File: src/rtl/sr_ff_arbiter.sv
// Four-requester arbiter sharing one external SR flip-flop: D, T, JK or hold commands are
// translated into s/r drive. Define SR_ARB_FIXED_PRIO_EN for fixed priority instead of round-robin.
module sr_ff_arbiter #(
  parameter int APPLY_CYCLES = 1
) (
  input  logic       clk,
  input  logic       rst,
  input  logic [3:0] req,
  input  logic [7:0] mode,
  input  logic [3:0] din_a,
  input  logic [3:0] din_b,
  input  logic       q_fb,
  output logic       s,
  output logic       r,
  output logic [3:0] gnt,
  output logic [3:0] ack,
  output logic       busy
);

  typedef enum logic [1:0] {IDLE, GRANT, APPLY, ACK} state_t;

  localparam logic [3:0] LAST_CNT = 4'(APPLY_CYCLES - 1);

  state_t     state_q, state_d;
  logic [1:0] idx_q, idx_d;
  logic [1:0] mode_q, mode_d;
  logic       a_q, a_d, b_q, b_d;
  logic       q_snap_q, q_snap_d;
  logic [3:0] cnt_q, cnt_d;
  logic       s_q, s_d, r_q, r_d;
  logic [3:0] gnt_q, gnt_d, ack_q, ack_d;
  logic       busy_q, busy_d;
  logic [1:0] start_s, cand_s, win_s, cmd_s;
  logic       found_s;

`ifdef SR_ARB_FIXED_PRIO_EN
  assign start_s = 2'd0;
`else
  logic [1:0] ptr_q, ptr_d;
  assign start_s = ptr_q;
`endif

  // Returns {s, r}; JK toggle reuses the T rule against the snapped q.
  function automatic logic [1:0] sr_cmd(input logic [1:0] m, input logic a,
                                        input logic b, input logic q);
    logic [1:0] res;
    case (m)
      2'b00:   res = {a, ~a};
      2'b01:   res = a ? {~q, q} : 2'b00;
      2'b10: begin
        case ({a, b})
          2'b10:   res = 2'b10;
          2'b01:   res = 2'b01;
          2'b11:   res = {~q, q};
          default: res = 2'b00;
        endcase
      end
      default: res = 2'b00;
    endcase
    return res;
  endfunction

  // Winner search: first requesting index at or after start_s, wrapping mod 4.
  always_comb begin
    found_s = 1'b0;
    win_s   = start_s;
    cand_s  = start_s;
    for (int k = 0; k < 4; k++) begin
      cand_s = start_s + 2'(k);
      if (!found_s && req[cand_s]) begin
        win_s = cand_s;
      end else begin
        win_s = win_s;
      end
      found_s = found_s | req[cand_s];
    end
  end

  // Next state, operand latching and registered-output next values.
  always_comb begin
    state_d  = state_q;
    idx_d    = idx_q;
    mode_d   = mode_q;
    a_d      = a_q;
    b_d      = b_q;
    q_snap_d = q_snap_q;
    cnt_d    = cnt_q;
`ifndef SR_ARB_FIXED_PRIO_EN
    ptr_d    = ptr_q;
`endif
    case (state_q)
      IDLE: begin
        if (found_s) begin
          idx_d   = win_s;
          mode_d  = mode[2*win_s +: 2];
          a_d     = din_a[win_s];
          b_d     = din_b[win_s];
          state_d = GRANT;
        end else begin
          state_d = IDLE;
        end
      end
      GRANT: begin
        q_snap_d = q_fb;
        cnt_d    = 4'd0;
        state_d  = APPLY;
      end
      APPLY: begin
        if (cnt_q == LAST_CNT) begin
          cnt_d   = 4'd0;
          state_d = ACK;
        end else begin
          cnt_d   = cnt_q + 4'd1;
        end
      end
      ACK: begin
`ifndef SR_ARB_FIXED_PRIO_EN
        ptr_d   = idx_q + 2'd1;
`endif
        state_d = IDLE;
      end
      default: state_d = IDLE;
    endcase

    // Command is formed from the q value captured on the GRANT->APPLY edge.
    cmd_s  = sr_cmd(mode_q, a_q, b_q, q_snap_d);
    busy_d = (state_d != IDLE);
    if (state_d == APPLY) begin
      s_d = cmd_s[1];
      r_d = cmd_s[0];
    end else begin
      s_d = 1'b0;
      r_d = 1'b0;
    end
    if (state_d != IDLE) begin
      gnt_d = 4'b0001 << idx_d;
    end else begin
      gnt_d = 4'b0000;
    end
    if (state_d == ACK) begin
      ack_d = 4'b0001 << idx_d;
    end else begin
      ack_d = 4'b0000;
    end
  end

  // State and output registers with synchronous reset.
  always_ff @(posedge clk) begin
    if (rst) begin
      state_q  <= IDLE;
      idx_q    <= 2'd0;
      mode_q   <= 2'd0;
      a_q      <= 1'b0;
      b_q      <= 1'b0;
      q_snap_q <= 1'b0;
      cnt_q    <= 4'd0;
      s_q      <= 1'b0;
      r_q      <= 1'b0;
      gnt_q    <= 4'd0;
      ack_q    <= 4'd0;
      busy_q   <= 1'b0;
`ifndef SR_ARB_FIXED_PRIO_EN
      ptr_q    <= 2'd0;
`endif
    end else begin
      state_q  <= state_d;
      idx_q    <= idx_d;
      mode_q   <= mode_d;
      a_q      <= a_d;
      b_q      <= b_d;
      q_snap_q <= q_snap_d;
      cnt_q    <= cnt_d;
      s_q      <= s_d;
      r_q      <= r_d;
      gnt_q    <= gnt_d;
      ack_q    <= ack_d;
      busy_q   <= busy_d;
`ifndef SR_ARB_FIXED_PRIO_EN
      ptr_q    <= ptr_d;
`endif
    end
  end

  assign s    = s_q;
  assign r    = r_q;
  assign gnt  = gnt_q;
  assign ack  = ack_q;
  assign busy = busy_q;

endmodule

File: config.mk
export PLATFORM = sky130hd
export DESIGN_NAME = sr_ff_arbiter
export DESIGN_NICKNAME = d
export VERILOG_FILES = /design/src/rtl/sr_ff_arbiter.sv
export SDC_FILE = /design/constraint.sdc
export NUM_CORES = 1
export LEC_CHECK = 0
export CORE_MARGIN = 2
export CORE_UTILIZATION = 48
export CTS_BUF_LIST = sky130_fd_sc_hd__clkbuf_8 sky130_fd_sc_hd__clkbuf_16
export DETAILED_ROUTE_END_ITERATION = 8
export PLACE_DENSITY = 0.79
export SYNTH_ARGS = -nofsm -noshare
export SYNTH_HDL_FRONTEND = slang
export SYNTH_SLANG_ARGS = --single-unit
File: constraint.sdc
create_clock -name clk -period 2 [get_ports clk]
set_clock_uncertainty 0.1 [all_clocks]
set_input_delay 0.2 -clock clk [delete_from_list [all_inputs] [get_ports clk]]
set_output_delay 0.2 -clock clk [all_outputs]
set_load 0.1 [all_outputs]
**Word-level counts from Yosys, hierarchy flattened**

Index checks and enable logic that the tools add are counted.
Widths: inputs -> output; s select.

- $add $sub $neg: 5
- Shifts and indexed selects: 2
- Eq/ne operators: 10
- $lt $le $gt $ge: 5
- Muxes and demuxes: 26
- Reductions and logical operators: 15
- Bitwise gates (word level): 8

Operators by type and width:

| cell | count |
|---|---|
| $lt 2x3->1 const B | 5 |
| $eq 2x2->1 const B | 7 |
| $mux 2 | 7 |
| $bmux 1 s2 | 6 |
| $pmux 2 s3 | 2 |
| $mux 1 | 8 |
| $pmux 2 s4 | 1 |
| $pmux 4 s2 | 1 |
| $shiftx 8x4->2 | 1 |
| $eq 2x1->1 const B | 3 |
| $reduce_or 2->1 | 3 |
| $not 1->1 | 5 |
| $add 2x1->2 const B | 2 |
| $add 2x2->2 const B | 2 |
| $add 4x1->4 const B | 1 |
| $logic_not 2->1 | 2 |
| $logic_not 4->1 | 1 |
| $mux 4 | 1 |
| $reduce_bool 2->1 | 2 |
| $shl 1x2->4 const A | 1 |
| $logic_and 1x1->1 | 3 |
| $logic_not 1->1 | 3 |
| $or 1x1->1 | 3 |
| $reduce_and 2->1 | 1 |

- Register bits after elaboration: 26

**Longest topological paths before layout**

- Depth after elaboration: 11
- Depth in mapped cells: 9

**Worst setup path before layout**

No wires, ideal clock.

- Path type: reg2reg
- Start: register cnt_q[0]
- End: register gnt_q[1], in the netlist gnt[1]
- Required time: 1.779 ns
- Setup time: 0.121 ns
- Arrival time: 1.400 ns
- Stages on the path, launching flop included: 10
- Slack: 0.380 ns
- Cells stage by stage: dfxtp_1 -> inv_1 -> ha_1 -> nor3b_1 -> o21ai_0 -> nand2_1 -> o21bai_2 -> inv_2 -> nand2_2 -> nor2_1

- Word-level cells in the longest chain between the ends: 6

Ends and longest elaborated chain:

| element | line | source |
|---|---|---|
| start: declaration | 29 | `logic [3:0] cnt_q, cnt_d;` |
| start signal: assignment | 172 | `cnt_q <= cnt_d;` |
| $logic_not 4->1 | 109 | `if (cnt_q == LAST_CNT) begin` |
| $mux 2 | 109 |  |
| $pmux 2 s4 | 91 | `case (state_q)` |
| $reduce_bool 2->1 | 135 | `if (state_d != IDLE) begin` |
| $not 1->1 (no source line) | - |  |
| $reduce_or 2->1 (no source line) | - |  |
| end signal: assignment | 175 | `gnt_q <= gnt_d;` |
| end: declaration | 31 | `logic [3:0] gnt_q, gnt_d, ack_q, ack_d;` |

No other way between the ends.
A chain may end at the register's enable or synchronous reset.

**Worst setup path in the final report**

- Start: input port req[2]
- End: register b_q

- Word-level cells in the longest chain between the ends: 9
- Elaborated cells on any way between the ends: 23
- Classes of those cells: mux (13); bitwise (3); reduce/logical (7)

Ends and longest elaborated chain:

| element | line | source |
|---|---|---|
| start: declaration | 8 | `input logic [3:0] req,` |
| $bmux 1 s2 (on tied branches) | 75, 70 |  |
| $mux 1 (on tied branches) | 75, 70 |  |
| $logic_not 1->1 or $or 1x1->1 (tied branches) | 70, 75 |  |
| $logic_and 1x1->1, or another cell as far along | 70 | `if (!found_s && req[cand_s]) begin` |
| $mux 2, or another cell as far along | 70 |  |
| $mux 2 or $logic_and 1x1->1 (tied branches) | 70 |  |
| $mux 2 | 70 |  |
| $bmux 1 s2 | 97 | `b_d = din_b[win_s];` |
| $mux 1 (not written as such) | 97 |  |
| end signal: assignment | 154 | `b_q <= 1'b0;` |
| end signal: assignment | 170 | `b_q <= b_d;` |
| end: declaration | 27 | `logic a_q, a_d, b_q, b_d;` |

Several ways; a longest one is shown, not always the timed one. The select of a mux whose other input is x is not followed.

==> results.ini <==
[global_routing]
grt_remaining_overflow=0
antenna_found_initial=0
grt_max_degree=16
track_usage_pct=22.40
grt_pass1_wl_um=5423
grt_pass1_vias=1259

[cts]
clockRootBuffer=clkbuf_8
htreeDepth=1
cts.sinks=26
cts_made_buffers=3
path_clk_slew_ns=0.09
worstSkewPairLatency_ns=0.28
cts_tree=done
cts.path.max_buffers=2

[worst_setup_path]
endpoint_kind=flop
r2r-start=cnt_q[0]
cp.required_ns=2.05
critPathArrivalTime_ns=1.98
r2r-end=gnt[1]
critPathLaunchType=primary input
critPathKind=in2reg
r2r_slack_ns=0.21
rr_worst_depth=9
cp_max_fo=4

[final_layout]
nNetsFinal=217
stdcell_area_sq_mm=0.001866
fin_util_pct=69.45
area_growth_syn_to_layout_pct=40.40
drive_gt1_share_pct=27.42
fin_cells=217
n_antenna_cell=0

[floorplanning]
rows=19
die_area_sq_mm=0.003205
die_w_um=56.62
io_pins=34
initial_core_util_pct=49.46
core_sq_mm=0.002686
die_h_um=56.62

[synth]
synthCells=135
synth_edf_count=0
ys_types=40
yosysSeqAreaShare_pct=39.17
synth_area_per_cell_sq_um=9.843
ys_warn_count=0
ys_ff_latch=26
ys.flop_type=dfxtp_1
synth-async-reset-ratio_pct=0
syn-cell-area_sq_mm=0.001329
syn_nets=165

[place]
place_worst_setup_slack_ns=-0.4594
dp_cells=212
portBuffers=33
dpl_cell_area_sq_mm=0.001768
dp_hpwl_um=2490
gp_congestion=0.8386

[sta]
fin_ws_ns=0.07203
final.period_utilization_pct=96.40
slew_viol_final=0
tns_ns=0
finalHoldViolations=0
fmax_mhz=518.7
period_minus_slack_ns=1.928
max-slew-margin-rel_pct=69.56
setup_violations=0
tightest_slew_ns=0.4507

[drt]
drt_iter0_drc=27
drcViolationCount=0
wl_per_cell_um=15.34
viasPerCell=5.479
antenna_left=0
firstDrtPassIters=4
wl_um=3329
via_count=1189

[run_status]
status=finished clean

[power]
power_density_mw_per_mm2=1118
p_leak_nw=0.7686
peakVddDrop_v=0.0008099

[hold_path]
whs_endpoint=cnt_q[1]
hp-class=reg2reg
min_delay_path_depth=2
min-delay-start=cnt_q[1]

[flow_run]
drv_cap=0

worst max path at each step:
stage | start | to
2_1_floorplan | cnt_q[0] | gnt[1]
4_1_cts | req[2] | b_q
3_5_place_dp | req[2] | b_q
3_3_place_gp | req[2] | mode_q[0]
5_1_grt | req[3] | b_q
6_report | req[2] | b_q
worst max-delay path, cell delays in order:
cell and delay (ns):
clkdlybuf4s50_1 0.46, buf_4 0.17, nor3_1 0.30, nor4_1 0.11
a21oi_1 0.35, nand2b_1 0.24, o221ai_1 0.15
cells by family (layout without fill, tap and decap cells):
kind of cell	count (synthesis)	after routing	share of synthesized area, %
AND/OR/NAND/NOR	52	52	22.50
XOR/XNOR	4	4	2.637
flip-flops	26	26	39.17
buffers and inverters	11	62	4.237
adder cells (fa/ha/maj)	7	7	6.591
AO/OA/AOI/OAI	25	25	16.38
multiplexers	10	10	8.475
cell type report:
cell class,instances,area [sq um]
fillers,205,820.8
well taps,31,38.79
clock buffers,3,41.29
flip-flops and latches,26,520.5
clock inverters,1,30.03
repair buffers,51,450.4
multi-input cells,98,758.2
inverters,7,26.28
cell usage in the layout, fill, tap and decap left out, types with 2 or more instances in the layout:
master and instances:
buf_4 28, dfxtp_1 26, clkdlybuf4s50_1 22, nor2_1 16, mux2i_1 9, nand2_1 7
ha_1 7, inv_1 6, a21oi_1 5, nand2b_1 4, nand3b_1 4, o221ai_1 4
nor3_2 4, nor3_1 3, clkbuf_8 3, o41ai_2 2, nor2b_1 2, nand2_2 2
a211oi_1 2, xor2_1 2, xnor2_1 2, nand4_1 2, o21ai_0 2
layer usage:
| metal | GRT usage, % | up-vias | share of wire, % |
|---|---|---|---|
| met5 | 0 | - | 0 |
| met4 | 13.27 | 0 | 3.2 |
| met3 | 6.682 | 11 | 4.3 |
| met2 | 40.53 | 35 | 55 |
| met1 | 22.19 | 561 | 38 |
| li1 | - | 582 | - |
Yosys cell counts, drive strengths merged (2+ instances only):
| master | n | area [sq um] |
|---|---|---|
| dfxtp | 26 | 520.5 |
| nor2 | 16 | 60.06 |
| mux2i | 10 | 112.6 |
| nand2 | 10 | 50.05 |
| nor3 | 8 | 65.06 |
| ha | 7 | 87.58 |
| inv | 7 | 26.27 |
| a21oi | 5 | 25.02 |
| nand2b | 4 | 25.02 |
| nand3b | 4 | 30.03 |
| o21ai | 4 | 23.77 |
| o221ai | 4 | 35.03 |
| a211oi | 3 | 27.52 |
| nor2b | 3 | 21.27 |
| o41ai | 3 | 41.29 |
| buf | 2 | 22.52 |
| clkbuf | 2 | 7.510 |
| nand4 | 2 | 12.51 |
| xnor2 | 2 | 17.52 |
| xor2 | 2 | 17.52 |
stage by stage:
stage,hold slack (ns),power (mW)
3_3_place_gp,0.3852,1.584
4_1_cts,0.4262,2.065
5_1_grt,0.4522,2.192
2_1_floorplan,0.1897,1.362
6_report,0.4184,2.085
3_5_place_dp,0.4164,1.622
report_power, final:
group	internal, mW	switching (mW)
Sequential	0.607	0.0796
Combinational	0.367	0.593
Clock	0.268	0.170
sequential cells by signal (all words and copies together) (netlist names):
| register | flops |
|---|---|
| idx_q | 2 |
| busy | 1 |
| mode_q | 2 |
| state_q | 2 |
| s | 1 |
| ack | 4 |
| a_q | 1 |
| q_snap_q | 1 |
| cnt_q | 4 |
| r | 1 |
| ptr_q | 2 |
| b_q | 1 |
| gnt | 4 |
repair_timing:
| action | in CTS | in global routing |
|---|---|---|
| pin swaps | 0 | 1 |
| resized for setup | 1 | 1 |
| setup buffers | 0 | 1 |
| setup endpoints to repair | 6 | 6 |
| hold buffers | 0 | 0 |
Note: power is estimated with default switching activity, not from simulation.
